## src/rtl/pipe_stage_skid_if.sv

```systemverilog
// ---------------------------------------------------------------------------
// pipe_stage_skid_if
//   valid/ready/data handshake bundle used on both sides of a PIPE stage.
//
//   Parameters:
//     WIDTH  payload width in bits
//
//   Signals:
//     valid  producer has a payload this cycle
//     ready  consumer can accept this cycle
//     data   payload, meaningful only while valid=1
//
//   Modports:
//     master  producer side: drives valid/data, observes ready
//     slave   consumer side: drives ready, observes valid/data
// ---------------------------------------------------------------------------
interface pipe_stage_skid_if #(
  parameter int WIDTH = 64
);
  logic             valid;
  logic             ready;
  logic [WIDTH-1:0] data;

  modport master (
    output valid,
    output data,
    input  ready
  );

  modport slave (
    input  valid,
    input  data,
    output ready
  );
endinterface

```

## src/rtl/pipe_stage_skid.sv

```systemverilog
// ---------------------------------------------------------------------------
// pipe_stage_skid
//   Handshaked PIPE stage register with a 2-entry skid buffer. The upstream
//   ready is driven straight from a flop, so the combinational ready path
//   between neighbouring stages is broken. A synchronous flush drops every
//   held entry for exception / mispredict recovery.
//
//   Parameters:
//     WIDTH           payload width in bits (>=1)
//     CLEAR_ON_FLUSH  1: payload registers zeroed on flush, 0: left stale
//     CNT_W           statistics counter width (stats build only)
//
//   Ports:
//     clk        clock, rising edge
//     rst        asynchronous, active-low reset
//     flush      synchronous kill of all held entries
//     up         slave side: in_valid / in_ready (registered) / in_data
//     dn         master side: out_valid / out_ready / out_data (registered)
//     occupancy  entries held: 0, 1 or 2 (registered)
//     stall_cnt  cycles with out_valid=1 & out_ready=0, saturating
//     flush_cnt  flushes that hit a non-empty stage, saturating
//
//   Build option:
//     PIPE_SKID_STATS_EN  when defined, adds stall_cnt / flush_cnt ports and
//                         their counters; otherwise they are absent.
//
//   state  | meaning
//   -------+----------------------------------------------
//   EMPTY  | main and skid invalid, in_ready=1
//   BUSY   | main valid, skid invalid, in_ready=1
//   FULL   | main and skid valid, in_ready=0
// ---------------------------------------------------------------------------
module pipe_stage_skid #(
  parameter int WIDTH          = 64,
  parameter bit CLEAR_ON_FLUSH = 1'b1,
  parameter int CNT_W          = 16
) (
  input  logic                    clk,
  input  logic                    rst,
  input  logic                    flush,
  pipe_stage_skid_if.slave        up,
  pipe_stage_skid_if.master       dn,
`ifdef PIPE_SKID_STATS_EN
  output logic [CNT_W-1:0]        stall_cnt,
  output logic [CNT_W-1:0]        flush_cnt,
`endif
  output logic [1:0]              occupancy
);

  typedef enum logic [1:0] {
    ST_EMPTY = 2'd0,
    ST_BUSY  = 2'd1,
    ST_FULL  = 2'd2
  } state_t;

  state_t           state;
  logic [WIDTH-1:0] main_data;
  logic [WIDTH-1:0] skid_data;
  logic             out_valid_q;
  logic             in_ready_q;
  logic [1:0]       occ_q;

  logic in_fire;
  logic out_fire;

  assign in_fire  = up.valid & in_ready_q;
  assign out_fire = out_valid_q & dn.ready;

  assign up.ready  = in_ready_q;
  assign dn.valid  = out_valid_q;
  assign dn.data   = main_data;
  assign occupancy = occ_q;

  // All visible outputs are registered alongside the state so that in_ready
  // never depends combinationally on out_ready.
  always_ff @(posedge clk or negedge rst) begin
    if (!rst) begin
      state       <= ST_EMPTY;
      main_data   <= '0;
      skid_data   <= '0;
      out_valid_q <= 1'b0;
      in_ready_q  <= 1'b1;
      occ_q       <= 2'd0;
    end else if (flush) begin
      // Any input fire this cycle is dropped; an output fire has already
      // been taken by downstream, which handles its own flush.
      state       <= ST_EMPTY;
      out_valid_q <= 1'b0;
      in_ready_q  <= 1'b1;
      occ_q       <= 2'd0;
      if (CLEAR_ON_FLUSH) begin
        main_data <= '0;
        skid_data <= '0;
      end
    end else begin
      case (state)
        ST_EMPTY: begin
          if (in_fire) begin
            state       <= ST_BUSY;
            main_data   <= up.data;
            out_valid_q <= 1'b1;
            in_ready_q  <= 1'b1;
            occ_q       <= 2'd1;
          end
        end

        ST_BUSY: begin
          if (in_fire && !out_fire) begin
            // Downstream stalled: park the new beat in the skid entry.
            state      <= ST_FULL;
            skid_data  <= up.data;
            in_ready_q <= 1'b0;
            occ_q      <= 2'd2;
          end else if (in_fire && out_fire) begin
            main_data <= up.data;
          end else if (out_fire) begin
            state       <= ST_EMPTY;
            out_valid_q <= 1'b0;
            occ_q       <= 2'd0;
          end
        end

        ST_FULL: begin
          // in_ready is low here, so only the output side can move.
          if (out_fire) begin
            state      <= ST_BUSY;
            main_data  <= skid_data;
            in_ready_q <= 1'b1;
            occ_q      <= 2'd1;
          end
        end

        default: begin
          state       <= ST_EMPTY;
          out_valid_q <= 1'b0;
          in_ready_q  <= 1'b1;
          occ_q       <= 2'd0;
        end
      endcase
    end
  end

`ifdef PIPE_SKID_STATS_EN
  logic [CNT_W-1:0] stall_q;
  logic [CNT_W-1:0] flush_q;

  always_ff @(posedge clk or negedge rst) begin
    if (!rst) begin
      stall_q <= '0;
      flush_q <= '0;
    end else begin
      if (out_valid_q && !dn.ready && (stall_q != {CNT_W{1'b1}})) begin
        stall_q <= stall_q + 1'b1;
      end
      if (flush && (occ_q != 2'd0) && (flush_q != {CNT_W{1'b1}})) begin
        flush_q <= flush_q + 1'b1;
      end
    end
  end

  assign stall_cnt = stall_q;
  assign flush_cnt = flush_q;
`endif

endmodule

```

## src/flat_wrapper.sv

```systemverilog
// flat-port wrapper written by rule: the top's interface ports become plain ports
module pipe_stage_skid_flat 
#(
  parameter int WIDTH          = 64,
  parameter bit CLEAR_ON_FLUSH = 1'b1,
  parameter int CNT_W          = 16
)
  (clk, rst, flush, occupancy, up_valid, up_data, up_ready, dn_valid, dn_data, dn_ready);
  pipe_stage_skid_if #(.WIDTH(WIDTH)) up_i ();
  pipe_stage_skid_if #(.WIDTH(WIDTH)) dn_i ();
  input  logic clk;
  input  logic rst;
  input  logic flush;
  output logic [1:0] occupancy;
  input wire logic [$bits(up_i.valid)-1:0] up_valid;
  input wire logic [$bits(up_i.data)-1:0] up_data;
  output wire logic [$bits(up_i.ready)-1:0] up_ready;
  output wire logic [$bits(dn_i.valid)-1:0] dn_valid;
  output wire logic [$bits(dn_i.data)-1:0] dn_data;
  input wire logic [$bits(dn_i.ready)-1:0] dn_ready;
  assign up_i.valid = up_valid;
  assign up_i.data = up_data;
  assign up_ready = up_i.ready;
  assign dn_valid = dn_i.valid;
  assign dn_data = dn_i.data;
  assign dn_i.ready = dn_ready;
  pipe_stage_skid #(.WIDTH(WIDTH), .CLEAR_ON_FLUSH(CLEAR_ON_FLUSH), .CNT_W(CNT_W)) u_core (.clk(clk), .rst(rst), .flush(flush), .up(up_i), .dn(dn_i), .occupancy(occupancy));
endmodule
```

## config.mk

```make
export PLATFORM = sky130hd
export DESIGN_NAME = pipe_stage_skid_flat
export DESIGN_NICKNAME = d
export VERILOG_FILES = /design/src/rtl/pipe_stage_skid_if.sv /design/src/rtl/pipe_stage_skid.sv /design/src/flat_wrapper.sv
export SDC_FILE = /design/constraint.sdc
export NUM_CORES = 1
export LEC_CHECK = 0
export BUFFER_PORTS_ARGS = -buffer_cell sky130_fd_sc_hd__buf_2
export CAP_MARGIN = 15
export CORE_MARGIN = 1.5
export CORE_UTILIZATION = 31
export CTS_CLUSTER_DIAMETER = 200
export DETAILED_ROUTE_END_ITERATION = 10
export PLACE_DENSITY_LB_ADDON = 0.2
export SLEW_MARGIN = 10
export SYNTH_ARGS = -nofsm -noshare
export SYNTH_HDL_FRONTEND = slang
export SYNTH_SLANG_ARGS = --single-unit
```

## constraint.sdc

```tcl
create_clock -name clk -period 2.1 [get_ports clk]
set_input_delay 0.105 -clock clk [delete_from_list [all_inputs] [get_ports clk]]
set_output_delay 0.105 -clock clk [all_outputs]
set_load 0.05 [all_outputs]
```

Yosys cells after proc, flatten, opt, wreduce, memory -nomap -nowiden
Cells that the tools add are included.
{ "totals": {"regBits": 132, "latch_bits": 0, "ramBits": 0, "mem_bits_ro": 0, "in_bits": 69, "output_inout_bits": 68, "wordCells": 57, "mem_count": 0} }
{ "classes": {"n_addsub": 0, "mul": 0, "n_div": 0, "n_lt_le_gt_ge": 0, "eq_ne": 12, "n_shift": 0, "n_mux": 26, "bitwise_logic": 2, "reduce_logical": 12} }
{ "ops": {"columns": ["op", "count"], "rows": [
  ["$mux 64", 8],
  ["$pmux 64 s3", 1],
  ["$ne 3x2->1 const B", 5],
  ["$mux 2", 6],
  ["$reduce_and 5->1", 2],
  ["$mux 1", 8],
  ["$ne 3x3->1 const B", 2],
  ["$pmux 1 s3", 2],
  ["$pmux 2 s3", 1],
  ["$ne 4x2->1 const B", 1],
  ["$ne 4x3->1 const B", 1],
  ["$reduce_and 4->1", 1],
  ["$reduce_bool 2->1", 2],
  ["$reduce_bool 4->1", 1],
  ["$reduce_and 3->1", 1],
  ["$and 1x1->1", 2],
  ["$eq 2x1->1 const B", 1],
  ["$eq 2x2->1 const B", 1],
  ["$logic_and 1x1->1", 2],
  ["$logic_not 2->1", 1],
  ["$ne 2x2->1 const B", 1],
  ["$reduce_and 2->1", 1],
  ["$logic_not 1->1", 1]
]} }

Logic depth before layout (Yosys ltp)
Gate-level depths: netlist (run 1).
{ "depth": {"ltp_word": 6, "ltp_mapped": 7, "ltp_nobuf": 3} }

Worst setup path before layout (run 1)
No wires, ideal clock.
{ "synth_timing": {"kind": "register to register", "from": "register u_core.state[0]", "to": "register u_core.main_data[22], in the netlist u_core.dn.data[22]", "setup_time_ns": 0.150, "arrival_time_ns": 1.813, "slack_ns": 0.137, "stages_incl_launch_ff": 8, "period_less_slack_ns": 1.963, "path_cell_list": "dfrtp_1 > buf_4 > a21bo_2 > buf_6 > buf_4 > buf_2 > a211oi_1 > a211oi_2"} }
{ "synth_between": {"elab_chain_len": 3, "word_cells_on_any_way": 11, "cone_classes": "6 x eq/ne; 2 x mux; 3 x reduce/logical"} }
{ "synth_lines": {"columns": ["item", "line", "rtl"], "rows": [
  ["start: declaration", "pipe_stage_skid.sv:56", "state_t state;"],
  ["start signal: assignment", "pipe_stage_skid.sv:78", "state <= ST_EMPTY;"],
  ["start signal: assignment", "pipe_stage_skid.sv:87", "state <= ST_EMPTY;"],
  ["start signal: assignment", "pipe_stage_skid.sv:99", "state <= ST_BUSY;"],
  ["$eq 2x2->1 (tied with other cells)", "pipe_stage_skid.sv:96", "case (state)"],
  ["$ne 3x2->1 (no source line) (tied with other cells)", null, null],
  ["$reduce_and 5->1 (no source line) or $mux 64 (tied branches)", null, null],
  ["end signal: assignment", "pipe_stage_skid.sv:100", "main_data <= up.data;"],
  ["end signal: assignment", "pipe_stage_skid.sv:115", "main_data <= up.data;"],
  ["end signal: assignment", "pipe_stage_skid.sv:127", "main_data <= skid_data;"],
  ["end: declaration", "pipe_stage_skid.sv:57", "logic [WIDTH-1:0] main_data;"]
]} }
Parallel ways exist; a longest one is shown, timed or not.
A chain may end at the register's enable or synchronous reset.

Worst setup path in the final report (run 1)
{ "layout_timing": {"from": "register u_core.state[0]", "to": "register u_core.main_data[32], in the netlist u_core.dn.data[32]"} }
The elaborated chain is that of the path after synthesis.

==> impl_metrics.prom, run 1 <==
# TYPE chip_impl_metric gauge
chip_impl_metric{name="worstPathArrival",unit="ps"} 2160
chip_impl_metric{name="yosysWarningCount",unit=""} 0
chip_impl_metric{name="number_of_flops_mapped_to_enable_cells_by_yosys",unit=""} 0
chip_impl_metric{name="clkSlewWorstSetupHoldPaths",unit="ps"} 60
chip_impl_metric{name="route.final.wire_length",unit="um"} 20300
chip_impl_metric{name="power_leakage",unit="nW"} 3.67
chip_impl_metric{name="die_area",unit="um^2"} 22700
chip_impl_info{name="mostFrequentLayoutCells",value="buf_2 (134), dfrtp_1 (131), a211oi_1 (69)"} 1
chip_impl_info{name="critPathLaunchType",value="flop"} 1
chip_impl_metric{name="timing.setup.tns",unit="ps"} 0
chip_impl_metric{name="power_density",unit="nW/um^2"} 1040
chip_impl_metric{name="final_setup_skew",unit="ps"} 9.93
chip_impl_metric{name="tritoncts.num_buffers",unit=""} 17
chip_impl_metric{name="grt_pass1_wl",unit="um"} 32500
chip_impl_metric{name="cts_buffer_depth",unit=""} 2
chip_impl_metric{name="postLayoutSetupSlackWorst",unit="ps"} 277
chip_impl_info{name="unrepaired_setup_endpoints_after_global_routing",value="no"} 1
chip_impl_metric{name="total_power",unit="W"} 0.00930
chip_impl_info{name="status",value="completed"} 1
chip_impl_metric{name="detailedRoute.firstIterationViolations",unit=""} 353
chip_impl_info{name="crit_path_end_kind",value="flop"} 1
chip_impl_metric{name="syn-mean-instance-area",unit="um^2"} 10.9
chip_impl_metric{name="drt-pass1-iter-count",unit=""} 4
chip_impl_metric{name="max_slew.worst_pin.slew",unit="ps"} 481
chip_impl_metric{name="core_area",unit="um^2"} 21200
chip_impl_info{name="final_common_cell",value="buf_2"} 1
chip_impl_metric{name="floorplan.io_pins",unit=""} 137
chip_impl_metric{name="clk-insertion-delay-late",unit="ps"} 420
chip_impl_metric{name="critical_path_required",unit="ps"} 2430
chip_impl_metric{name="place_worst_setup_slack",unit="ps"} 296
chip_impl_info{name="worstHoldPathType",value="input pin to flop"} 1
chip_impl_metric{name="place_hpwl",unit="um"} 12000
chip_impl_metric{name="setup_violations",unit=""} 0
chip_impl_metric{name="clock_tree.htree_level_count",unit=""} 4
chip_impl_metric{name="die_h",unit="um"} 151
chip_impl_metric{name="grt.total_usage",unit="%"} 18.5
chip_impl_metric{name="post_route_cells_drive_above_1_share",unit="%"} 32.2
chip_impl_metric{name="viasPerCell",unit=""} 5.42
chip_impl_metric{name="synth_fp_nets",unit=""} 689
chip_impl_metric{name="antenna_found_initial",unit=""} 0
chip_impl_metric{name="drv_slew",unit=""} 0
chip_impl_metric{name="final.period_utilization",unit="%"} 86.8
chip_impl_info{name="worstPathCellList",value="a21bo_4, buf_4, a211oi_1, a211oi_2"} 1
chip_impl_metric{name="clock.fmax",unit="MHz"} 549
chip_impl_metric{name="synthArstFlopShare",unit="%"} 100
chip_impl_metric{name="drv.max_cap_violation_count",unit=""} 0
chip_impl_metric{name="die-width",unit="um"} 151
chip_impl_metric{name="insertedDiodeCount",unit=""} 0
chip_impl_info{name="worst-setup-path-type",value="flop to flop"} 1
chip_impl_metric{name="buffer_ports.inserted",unit=""} 136
chip_impl_metric{name="flow.area_growth_from_synthesis",unit="%"} 33.1
chip_impl_info{name="synthFlopType",value="dfrtp_1"} 1
chip_impl_metric{name="post_layout_nonfiller_instances",unit=""} 1070
chip_impl_metric{name="hold_violations_final",unit=""} 0
chip_impl_info{name="cts.root.buffer_cell",value="clkbuf_16"} 1
chip_impl_metric{name="unique_cell_type_count_in_the_yosys_netlist",unit=""} 28
chip_impl_metric{name="slowest_delay",unit="ps"} 490
chip_impl_metric{name="drt.antenna.violating_nets",unit=""} 0
chip_impl_metric{name="seq_area_frac_synth",unit="%"} 49.0
chip_impl_metric{name="path_max_fanout",unit=""} 34
chip_impl_metric{name="max-slew-margin-rel",unit="%"} 67.9
chip_impl_metric{name="ir_worst_vdd",unit="mV"} 0.605
chip_impl_metric{name="period_minus_slack",unit="ps"} 1820
chip_impl_metric{name="drt_drc_violations_left",unit=""} 0
chip_impl_metric{name="gpl.final_weighted_congestion",unit=""} 0.803
chip_impl_metric{name="overflow",unit=""} 0
chip_impl_metric{name="initial_core_util",unit="%"} 31.8
chip_impl_metric{name="synth.cell_area",unit="um^2"} 6750
chip_impl_metric{name="reg2reg_slack",unit="ps"} 280
chip_impl_metric{name="numPlacedInstances",unit=""} 972
chip_impl_metric{name="netlist_instances",unit=""} 620
chip_impl_metric{name="ys_seq_elements",unit=""} 132
chip_impl_metric{name="floorplan.rows",unit=""} 53
chip_impl_metric{name="ctsResizeCount",unit=""} 0
chip_impl_info{name="worst_path_max_delay_cell",value="dfrtp_1"} 1
chip_impl_metric{name="final_nets",unit=""} 851
chip_impl_metric{name="routedWlPerCell",unit="um"} 19.0
chip_impl_info{name="cts_tree",value="built"} 1
chip_impl_metric{name="timing.hold.ws",unit="ps"} 28.4
chip_impl_metric{name="grt_max_degree",unit=""} 75
chip_impl_metric{name="first_global_vias",unit=""} 5942
chip_impl_metric{name="clock_sinks",unit=""} 132
chip_impl_metric{name="detailroute.via_count",unit=""} 5795
synth_stat cells, types with 2 or more instances:
library cell	n	area, um^2
mux2i_1	64	641
o21ai_0	65	325
nand2_1	2	7.51
clkbuf_1	41	154
buf_2	20	100
buf_4	9	67.6
nand3b_1	2	15.0
a21oi_1	67	335
a211oi_1	69	518
nor2_1	2	7.51
dfrtp_1	131	3280
a211oi_2	60	751
buf_6	8	90.1
a21o_1	3	22.5
nand3_1	64	320
metrics by stage:
stage | utilization, % | instance area (um^2)
finish | 42.3 | 8980
global placement | 36.3 | 7700
floorplan | - | 6750
global route | 42.3 | 8980
detailed placement | 36.3 | 7700
CTS | 42.3 | 8980
worst max-delay path, delay by kind of cell (launching register included):
| kind | cells | cell delay (ps) |
|---|---|---|
| AOI/OAI and AO/OA | 3 | 830 |
| buffers and inverters | 1 | 400 |
| DFF | 1 | 490 |
registers in the layout, indices dropped and copies added (netlist names):
name              flops
u_core.dn.valid       1
u_core.dn.data       64
u_core.skid_data     64
u_core.up.ready       1
u_core.state          2
cell families after synthesis:
group | synth area share, %
compound gates | 29.3
flops | 49.0
buf+inv | 6.32
simple gates | 5.91
mux | 9.49
path summary, 6_finish.rpt:
kind / endpoint / depth (start not counted) / from
setup / recovery: u_core.dn.data[32]$_DFFE_PN0P_ / 4 / u_core.state[0]$_DFFE_PN0P_
hold / removal: u_core.up.ready$_DFFE_PN1P_ / 3 / up_valid
setup reg to reg: u_core.dn.data[32]$_DFFE_PN0P_ / 4 / u_core.state[0]$_DFFE_PN0P_
hold reg to reg: u_core.skid_data[6]$_DFFE_PN0P_ / 2 / u_core.skid_data[6]$_DFFE_PN0P_
max in group asynchronous: u_core.skid_data[52]$_DFFE_PN0P_ / 3 / rst
min in group asynchronous: u_core.dn.data[60]$_DFFE_PN0P_ / 2 / rst
final cells by class:
class | count | area [um^2]
clock buffer | 21 | 480
clock inverter | 11 | 148
fill | 2042 | 12200
inverter | 1 | 3.75
multi-input combinational | 407 | 3060
sequential | 132 | 3300
tap | 275 | 344
timing repair buffer | 223 | 1650
power by group:
part / switching (W) / total [W] / internal, W
Sequential: 0.000207 / 0.00306 / 0.00286
Combinational: 0.00213 / 0.00309 / 0.000957
Clock: 0.00115 / 0.00315 / 0.00200
routing by layer:
metal	track usage (%)	wire (um)	vias to the layer above
met1	24.3	9330	2917
met4	5.78	264	0
met2	29.6	9380	177
met3	5.15	1330	23
li1	-	-	2678
met5	0	0	-
what timing repair did:
action,in CTS,in global routing
hold buffers,66,0
endpoints found under the setup margin,0,0
buffers inserted,0,0
endpoints found under the hold margin,106,0
(Power assumes the default switching activity.)
==> run 2: changes to the inputs <==
--- a/config.mk
+++ b/config.mk
@@ -8,7 +8,7 @@
 export BUFFER_PORTS_ARGS = -buffer_cell sky130_fd_sc_hd__buf_2
 export CAP_MARGIN = 15
 export CORE_MARGIN = 1.5
-export CORE_UTILIZATION = 31
+export CORE_UTILIZATION = 35
 export CTS_CLUSTER_DIAMETER = 200
 export DETAILED_ROUTE_END_ITERATION = 10
 export PLACE_DENSITY_LB_ADDON = 0.2
==> impl_metrics.prom, run 2 (same netlist as run 1, synthesis figures left out) <==
# TYPE chip_impl_metric gauge
chip_impl_info{name="status",value="completed"} 1
chip_impl_metric{name="buffer_ports.inserted",unit=""} 136
chip_impl_metric{name="hold_violations_final",unit=""} 0
chip_impl_metric{name="multi_input_area",unit="um^2"} 3060
chip_impl_metric{name="fin_util",unit="%"} 47.0
chip_impl_metric{name="route.final.wire_length",unit="um"} 19800
chip_impl_metric{name="drv.max_cap_violation_count",unit=""} 0
chip_impl_metric{name="antenna_found_initial",unit=""} 0
chip_impl_info{name="hold_path_startpoint",value="up_valid"} 1
chip_impl_metric{name="clk-insertion-delay-late",unit="ps"} 420
chip_impl_metric{name="post_route_cells_drive_above_1_share",unit="%"} 30.9
chip_impl_metric{name="path_max_fanout",unit=""} 129
chip_impl_metric{name="viasPerCell",unit=""} 5.59
chip_impl_info{name="cts_tree",value="built"} 1
chip_impl_metric{name="cts_buffer_depth",unit=""} 2
chip_impl_info{name="critical_register_to_register_path_startpoint",value="u_core.state[1]$_DFFE_PN0P_"} 1
chip_impl_metric{name="overflow",unit=""} 0
chip_impl_info{name="unrepaired_setup_endpoints_after_global_routing",value="no"} 1
chip_impl_metric{name="ir_worst_vdd",unit="mV"} 0.686
chip_impl_metric{name="worstPathArrival",unit="ps"} 2250
chip_impl_metric{name="timing.setup.tns",unit="ps"} 0
chip_impl_metric{name="drt-pass1-iter-count",unit=""} 5
chip_impl_metric{name="final.fill_count",unit=""} 1708
chip_impl_metric{name="detailroute.via_count",unit=""} 5865
chip_impl_metric{name="clock_tree.htree_level_count",unit=""} 4
chip_impl_metric{name="die_h",unit="um"} 142
chip_impl_metric{name="flow.area_growth_from_synthesis",unit="%"} 31.1
chip_impl_info{name="mostFrequentLayoutCells",value="buf_2 (134), dfrtp_1 (131), a211oi_1 (69)"} 1
chip_impl_metric{name="final_nets",unit=""} 847
chip_impl_metric{name="max-slew-margin-rel",unit="%"} 58.5
chip_impl_metric{name="clock.fmax",unit="MHz"} 519
chip_impl_info{name="crit_path_end_kind",value="flop"} 1
chip_impl_metric{name="post_dp_cell_area",unit="um^2"} 7650
chip_impl_metric{name="die-width",unit="um"} 142
chip_impl_metric{name="routedWlPerCell",unit="um"} 18.9
chip_impl_metric{name="insertedDiodeCount",unit=""} 0
chip_impl_info{name="worst-setup-path-type",value="flop to flop"} 1
chip_impl_metric{name="final.period_utilization",unit="%"} 91.7
chip_impl_metric{name="period_minus_slack",unit="ps"} 1930
chip_impl_metric{name="final_setup_skew",unit="ps"} 5.70
chip_impl_metric{name="power_leakage",unit="nW"} 3.61
chip_impl_metric{name="timing.hold.ws",unit="ps"} 43.8
chip_impl_metric{name="initial_core_util",unit="%"} 35.8
chip_impl_info{name="worst_path_max_delay_cell",value="dfrtp_1"} 1
chip_impl_metric{name="floorplan.rows",unit=""} 50
chip_impl_info{name="cts.root.buffer_cell",value="clkbuf_16"} 1
chip_impl_metric{name="regArea",unit="um^2"} 3300
chip_impl_metric{name="critical_path_required",unit="ps"} 2420
chip_impl_metric{name="die_area",unit="um^2"} 20100
chip_impl_metric{name="gpl.final_weighted_congestion",unit=""} 0.736
chip_impl_metric{name="grt_max_degree",unit=""} 130
chip_impl_info{name="final_common_cell",value="buf_2"} 1
chip_impl_metric{name="drt.antenna.violating_nets",unit=""} 0
chip_impl_info{name="critPathLaunchType",value="flop"} 1
chip_impl_metric{name="max_slew.worst_pin.slew",unit="ps"} 623
chip_impl_info{name="worstHoldPathType",value="input pin to flop"} 1
chip_impl_info{name="worstPathCellList",value="and3b_4, buf_12, a211oi_1, a211oi_2"} 1
chip_impl_metric{name="post-cts-setup-buffer-count",unit=""} 0
chip_impl_metric{name="setup_violations",unit=""} 0
chip_impl_metric{name="post_layout_nonfiller_instances",unit=""} 1049
chip_impl_metric{name="finalInstanceArea",unit="um^2"} 8850
chip_impl_metric{name="power_density",unit="nW/um^2"} 1010
chip_impl_metric{name="place_hpwl",unit="um"} 11200
chip_impl_metric{name="core_area",unit="um^2"} 18800
chip_impl_metric{name="drt_drc_violations_left",unit=""} 0
chip_impl_metric{name="detailedRoute.firstIterationViolations",unit=""} 438
chip_impl_metric{name="tritoncts.num_buffers",unit=""} 17
chip_impl_metric{name="drv_slew",unit=""} 0
chip_impl_metric{name="first_global_vias",unit=""} 6030
chip_impl_metric{name="numPlacedInstances",unit=""} 953
chip_impl_info{name="crit_path_start",value="u_core.state[1]$_DFFE_PN0P_"} 1
chip_impl_metric{name="clkSlewWorstSetupHoldPaths",unit="ps"} 60
chip_impl_metric{name="floorplan.io_pins",unit=""} 137
chip_impl_metric{name="grt_pass1_wl",unit="um"} 32400
chip_impl_metric{name="slowest_delay",unit="ps"} 460
chip_impl_metric{name="clock_sinks",unit=""} 132
chip_impl_metric{name="grt.total_usage",unit="%"} 20.4
run 2: changes by cell type in the layout (fill, tap and decap cells not counted), sizes merged:
cell,delta
inv,-2
clkinv,-1
bufinv,-1
buf,-4
clkinvlp,-1
clkbuf,+3
run 2: per-stage QoR:
stage	power [W]	worst slack [ps]
global route	0.00936	63.9
global placement	0.00600	321
CTS	0.00901	240
finish	0.00893	175
floorplan	0.00528	137
detailed placement	0.00608	253
run 2: what timing repair did:
| item | in CTS | in global routing |
|---|---|---|
| hold buffers | 66 | 0 |
| hold endpoints to repair | 117 | 0 |
| resized for setup | 0 | 0 |
run 2: power by group:
part	internal, W	total (W)	switching (W)	leakage [nW]
combinational	0.000937	0.00306	0.00212	1.56
sequential	0.00286	0.00306	0.000201	1.78
clock	0.00176	0.00281	0.00106	0.268
run 2: final cells by class:
cell class,count,area share (%)
clock inverters,6,0.905
repair buffers,219,18.3
multi-input cells,407,34.5
well taps,260,3.68
flip-flops and latches,132,37.3
clock buffers,24,5.22
inverters,1,0.0424
run 2: critical path: cells and delay by family (launching register included):
kind	cells	cell delay (ps)
AND/OR/NAND/NOR	1	360
flip-flops	1	460
buffers and inverters	1	450
AO/OA/AOI/OAI	2	490
run 2: final timing paths:
kind	endpoint	slack, ps	cells past startpoint
worst max-delay path	u_core.dn.data[29]$_DFFE_PN0P_	170	4
max in group asynchronous	u_core.dn.data[52]$_DFFE_PN0P_	1170	3
worst min-delay path	u_core.up.ready$_DFFE_PN1P_	40	3
min in group asynchronous	u_core.dn.data[57]$_DFFE_PN0P_	210	2
worst min register to register	u_core.skid_data[13]$_DFFE_PN0P_	540	2
worst max register to register	u_core.dn.data[29]$_DFFE_PN0P_	170	4
run 2: per-layer routing:
metal  part of all wire (%)  vias to the layer above  track usage, %
met2                     49                      166            33.2
met1                     45                     3019            27.1
li1                       -                     2660               -
met5                      0                        -               0
met4                   0.98                        0            6.19
met3                    5.0                       20            4.72
==> run 3: changes to the inputs <==
--- a/config.mk
+++ b/config.mk
@@ -7,11 +7,13 @@
 export LEC_CHECK = 0
 export BUFFER_PORTS_ARGS = -buffer_cell sky130_fd_sc_hd__buf_2
 export CAP_MARGIN = 15
-export CORE_MARGIN = 1.5
+export CORE_MARGIN = 10
 export CORE_UTILIZATION = 35
 export CTS_CLUSTER_DIAMETER = 200
 export DETAILED_ROUTE_END_ITERATION = 10
+export GPL_TIMING_DRIVEN = 0
 export PLACE_DENSITY_LB_ADDON = 0.2
+export SKIP_CTS_REPAIR_TIMING = 1
 export SLEW_MARGIN = 10
 export SYNTH_ARGS = -nofsm -noshare
 export SYNTH_HDL_FRONTEND = slang
==> impl_metrics.prom, run 3 (same netlist as run 1, synthesis figures left out) <==
# TYPE chip_impl_metric gauge
chip_impl_metric{name="tritoncts.num_buffers",unit=""} 17
chip_impl_metric{name="setup_violations",unit=""} 0
chip_impl_metric{name="final_setup_skew",unit="ps"} 5.04
chip_impl_metric{name="die_area",unit="um^2"} 25200
chip_impl_metric{name="post_layout_nonfiller_instances",unit=""} 1112
chip_impl_metric{name="route.final.wire_length",unit="um"} 22000
chip_impl_metric{name="period_minus_slack",unit="ps"} 1970
chip_impl_metric{name="power_density",unit="nW/um^2"} 1060
chip_impl_metric{name="post_route_cells_drive_above_1_share",unit="%"} 31.5
chip_impl_info{name="final_common_cell",value="buf_2"} 1
chip_impl_metric{name="crit_buf_inv",unit=""} 3
chip_impl_metric{name="ir_worst_vdd",unit="mV"} 0.654
chip_impl_metric{name="cts_buffer_depth",unit=""} 2
chip_impl_metric{name="slowest_delay",unit="ps"} 580
chip_impl_metric{name="numPlacedInstances",unit=""} 1016
chip_impl_metric{name="path_max_fanout",unit=""} 10
chip_impl_metric{name="antenna_found_initial",unit=""} 1
chip_impl_info{name="critPathLaunchType",value="flop"} 1
chip_impl_metric{name="core_area",unit="um^2"} 18800
chip_impl_metric{name="critical_path_required",unit="ps"} 2420
chip_impl_metric{name="place_hpwl",unit="um"} 15300
chip_impl_metric{name="timing.setup.tns",unit="ps"} 0
chip_impl_info{name="mostFrequentLayoutCells",value="buf_2 (154), dfrtp_1 (131), a211oi_1 (69)"} 1
chip_impl_metric{name="worstPathArrival",unit="ps"} 2290
chip_impl_metric{name="drv.max_cap_violation_count",unit=""} 0
chip_impl_metric{name="drt.antenna.violating_nets",unit=""} 0
chip_impl_metric{name="fin_util",unit="%"} 48.4
chip_impl_metric{name="grt_max_degree",unit=""} 87
chip_impl_info{name="worstHoldPathType",value="input pin to flop"} 1
chip_impl_metric{name="overflow",unit=""} 0
chip_impl_metric{name="gpl.final_weighted_congestion",unit=""} 0.841
chip_impl_metric{name="die_h",unit="um"} 159
chip_impl_metric{name="floorplan.io_pins",unit=""} 137
chip_impl_metric{name="viasPerCell",unit=""} 5.38
chip_impl_info{name="worst-setup-path-type",value="flop to flop"} 1
chip_impl_metric{name="power_leakage",unit="nW"} 3.79
chip_impl_metric{name="timing.hold.ws",unit="ps"} -29.2
chip_impl_metric{name="clk-insertion-delay-late",unit="ps"} 420
chip_impl_info{name="critical-path-top-cell-by-count",value="buf_2"} 1
chip_impl_metric{name="clock.fmax",unit="MHz"} 508
chip_impl_metric{name="detailedRoute.firstIterationViolations",unit=""} 360
chip_impl_metric{name="insertedDiodeCount",unit=""} 0
chip_impl_metric{name="hold_violations_final",unit=""} 1
chip_impl_info{name="worst_path_max_delay_cell",value="dfstp_2"} 1
chip_impl_metric{name="floorplan.rows",unit=""} 50
chip_impl_info{name="cts.root.buffer_cell",value="clkbuf_16"} 1
chip_impl_metric{name="place_worst_setup_slack",unit="ps"} 107
chip_impl_metric{name="routedWlPerCell",unit="um"} 19.7
chip_impl_metric{name="postLayoutSetupSlackWorst",unit="ps"} 130
chip_impl_metric{name="drt-pass1-iter-count",unit=""} 5
chip_impl_metric{name="die-width",unit="um"} 159
chip_impl_metric{name="first_global_vias",unit=""} 6135
chip_impl_metric{name="clkSlewWorstSetupHoldPaths",unit="ps"} 60
chip_impl_metric{name="final_nets",unit=""} 909
chip_impl_metric{name="detailroute.via_count",unit=""} 5985
chip_impl_metric{name="max_slew.worst_pin.slew",unit="ps"} 786
chip_impl_metric{name="grt.total_usage",unit="%"} 16.7
chip_impl_metric{name="initial_core_util",unit="%"} 35.8
chip_impl_info{name="worstPathCellList",value="and3b_1, buf_2, buf_2, buf_2, a211oi_1, a211oi_2"} 1
chip_impl_info{name="unrepaired_setup_endpoints_after_global_routing",value="no"} 1
chip_impl_metric{name="final.period_utilization",unit="%"} 93.8
chip_impl_metric{name="drv_slew",unit=""} 0
chip_impl_metric{name="grt_pass1_wl",unit="um"} 34500
chip_impl_info{name="critical_path.top_delay_family",value="buffers and inverters"} 1
chip_impl_metric{name="buffer_ports.inserted",unit=""} 135
chip_impl_info{name="cts_tree",value="built"} 1
chip_impl_metric{name="clock_sinks",unit=""} 132
chip_impl_info{name="failing_checks",value="hold timing"} 1
chip_impl_info{name="status",value="finished, violations left"} 1
chip_impl_metric{name="max-slew-margin-rel",unit="%"} 47.6
chip_impl_info{name="crit_path_end_kind",value="flop"} 1
chip_impl_metric{name="flow.area_growth_from_synthesis",unit="%"} 35.0
chip_impl_metric{name="clock_tree.htree_level_count",unit=""} 4
chip_impl_metric{name="drt_drc_violations_left",unit=""} 0
==> run 3: routing by layer <==
| metal | global-route usage, % | share of wire (%) |
|---|---|---|
| met5 | 0 | 0.059 |
| met3 | 5.09 | 6.0 |
| met4 | 4.63 | 1.1 |
| met1 | 21.8 | 45 |
| met2 | 26.3 | 48 |
==> run 3: path summary, 6_finish.rpt <==
path                                                    end  cells after the start                        startpoint  slack (ps)
setup / recovery             u_core.dn.data[17]$_DFFE_PN0P_                      6       u_core.up.ready$_DFFE_PN1P_         130
hold / removal             u_core.skid_data[11]$_DFFE_PN0P_                      3                       up_data[11]         -30
setup reg to reg             u_core.dn.data[17]$_DFFE_PN0P_                      6       u_core.up.ready$_DFFE_PN1P_         130
hold reg to reg            u_core.skid_data[46]$_DFFE_PN0P_                      2  u_core.skid_data[46]$_DFFE_PN0P_         540
max in group asynchronous    u_core.dn.data[31]$_DFFE_PN0P_                      3                               rst        1100
min in group asynchronous    u_core.dn.data[60]$_DFFE_PN0P_                      2                               rst         190
==> run 3: final cells by class <==
class / instances / area, um^2
flip-flops and latches: 132 / 3300
well taps: 260 / 325
clock buffers: 22 / 474
plain buffers: 80 / 427
repair buffers: 201 / 1360
inverters: 1 / 3.75
fillers: 1743 / 9720
clock inverters: 9 / 199
multi-input cells: 407 / 3020
==> run 3: where the power goes <==
| group | switching (W) | internal [W] |
|---|---|---|
| Clock | 0.00112 | 0.00231 |
| Combinational | 0.00218 | 0.000972 |
| Sequential | 0.000201 | 0.00286 |
| Total | 0.00350 | 0.00614 |
==> run 3: stage by stage <==
stage	area [um^2]	total power [W]
floorplan	6750	0.00528
global placement	7750	0.00608
detailed placement	7780	0.00616
CTS	8460	0.00962
global route	9110	0.0101
finish	9110	0.00964
==> run 3: worst min-delay path: stages <==
cell	delay (ps)
buf_2	120
nand3_1	60
a21oi_1	50
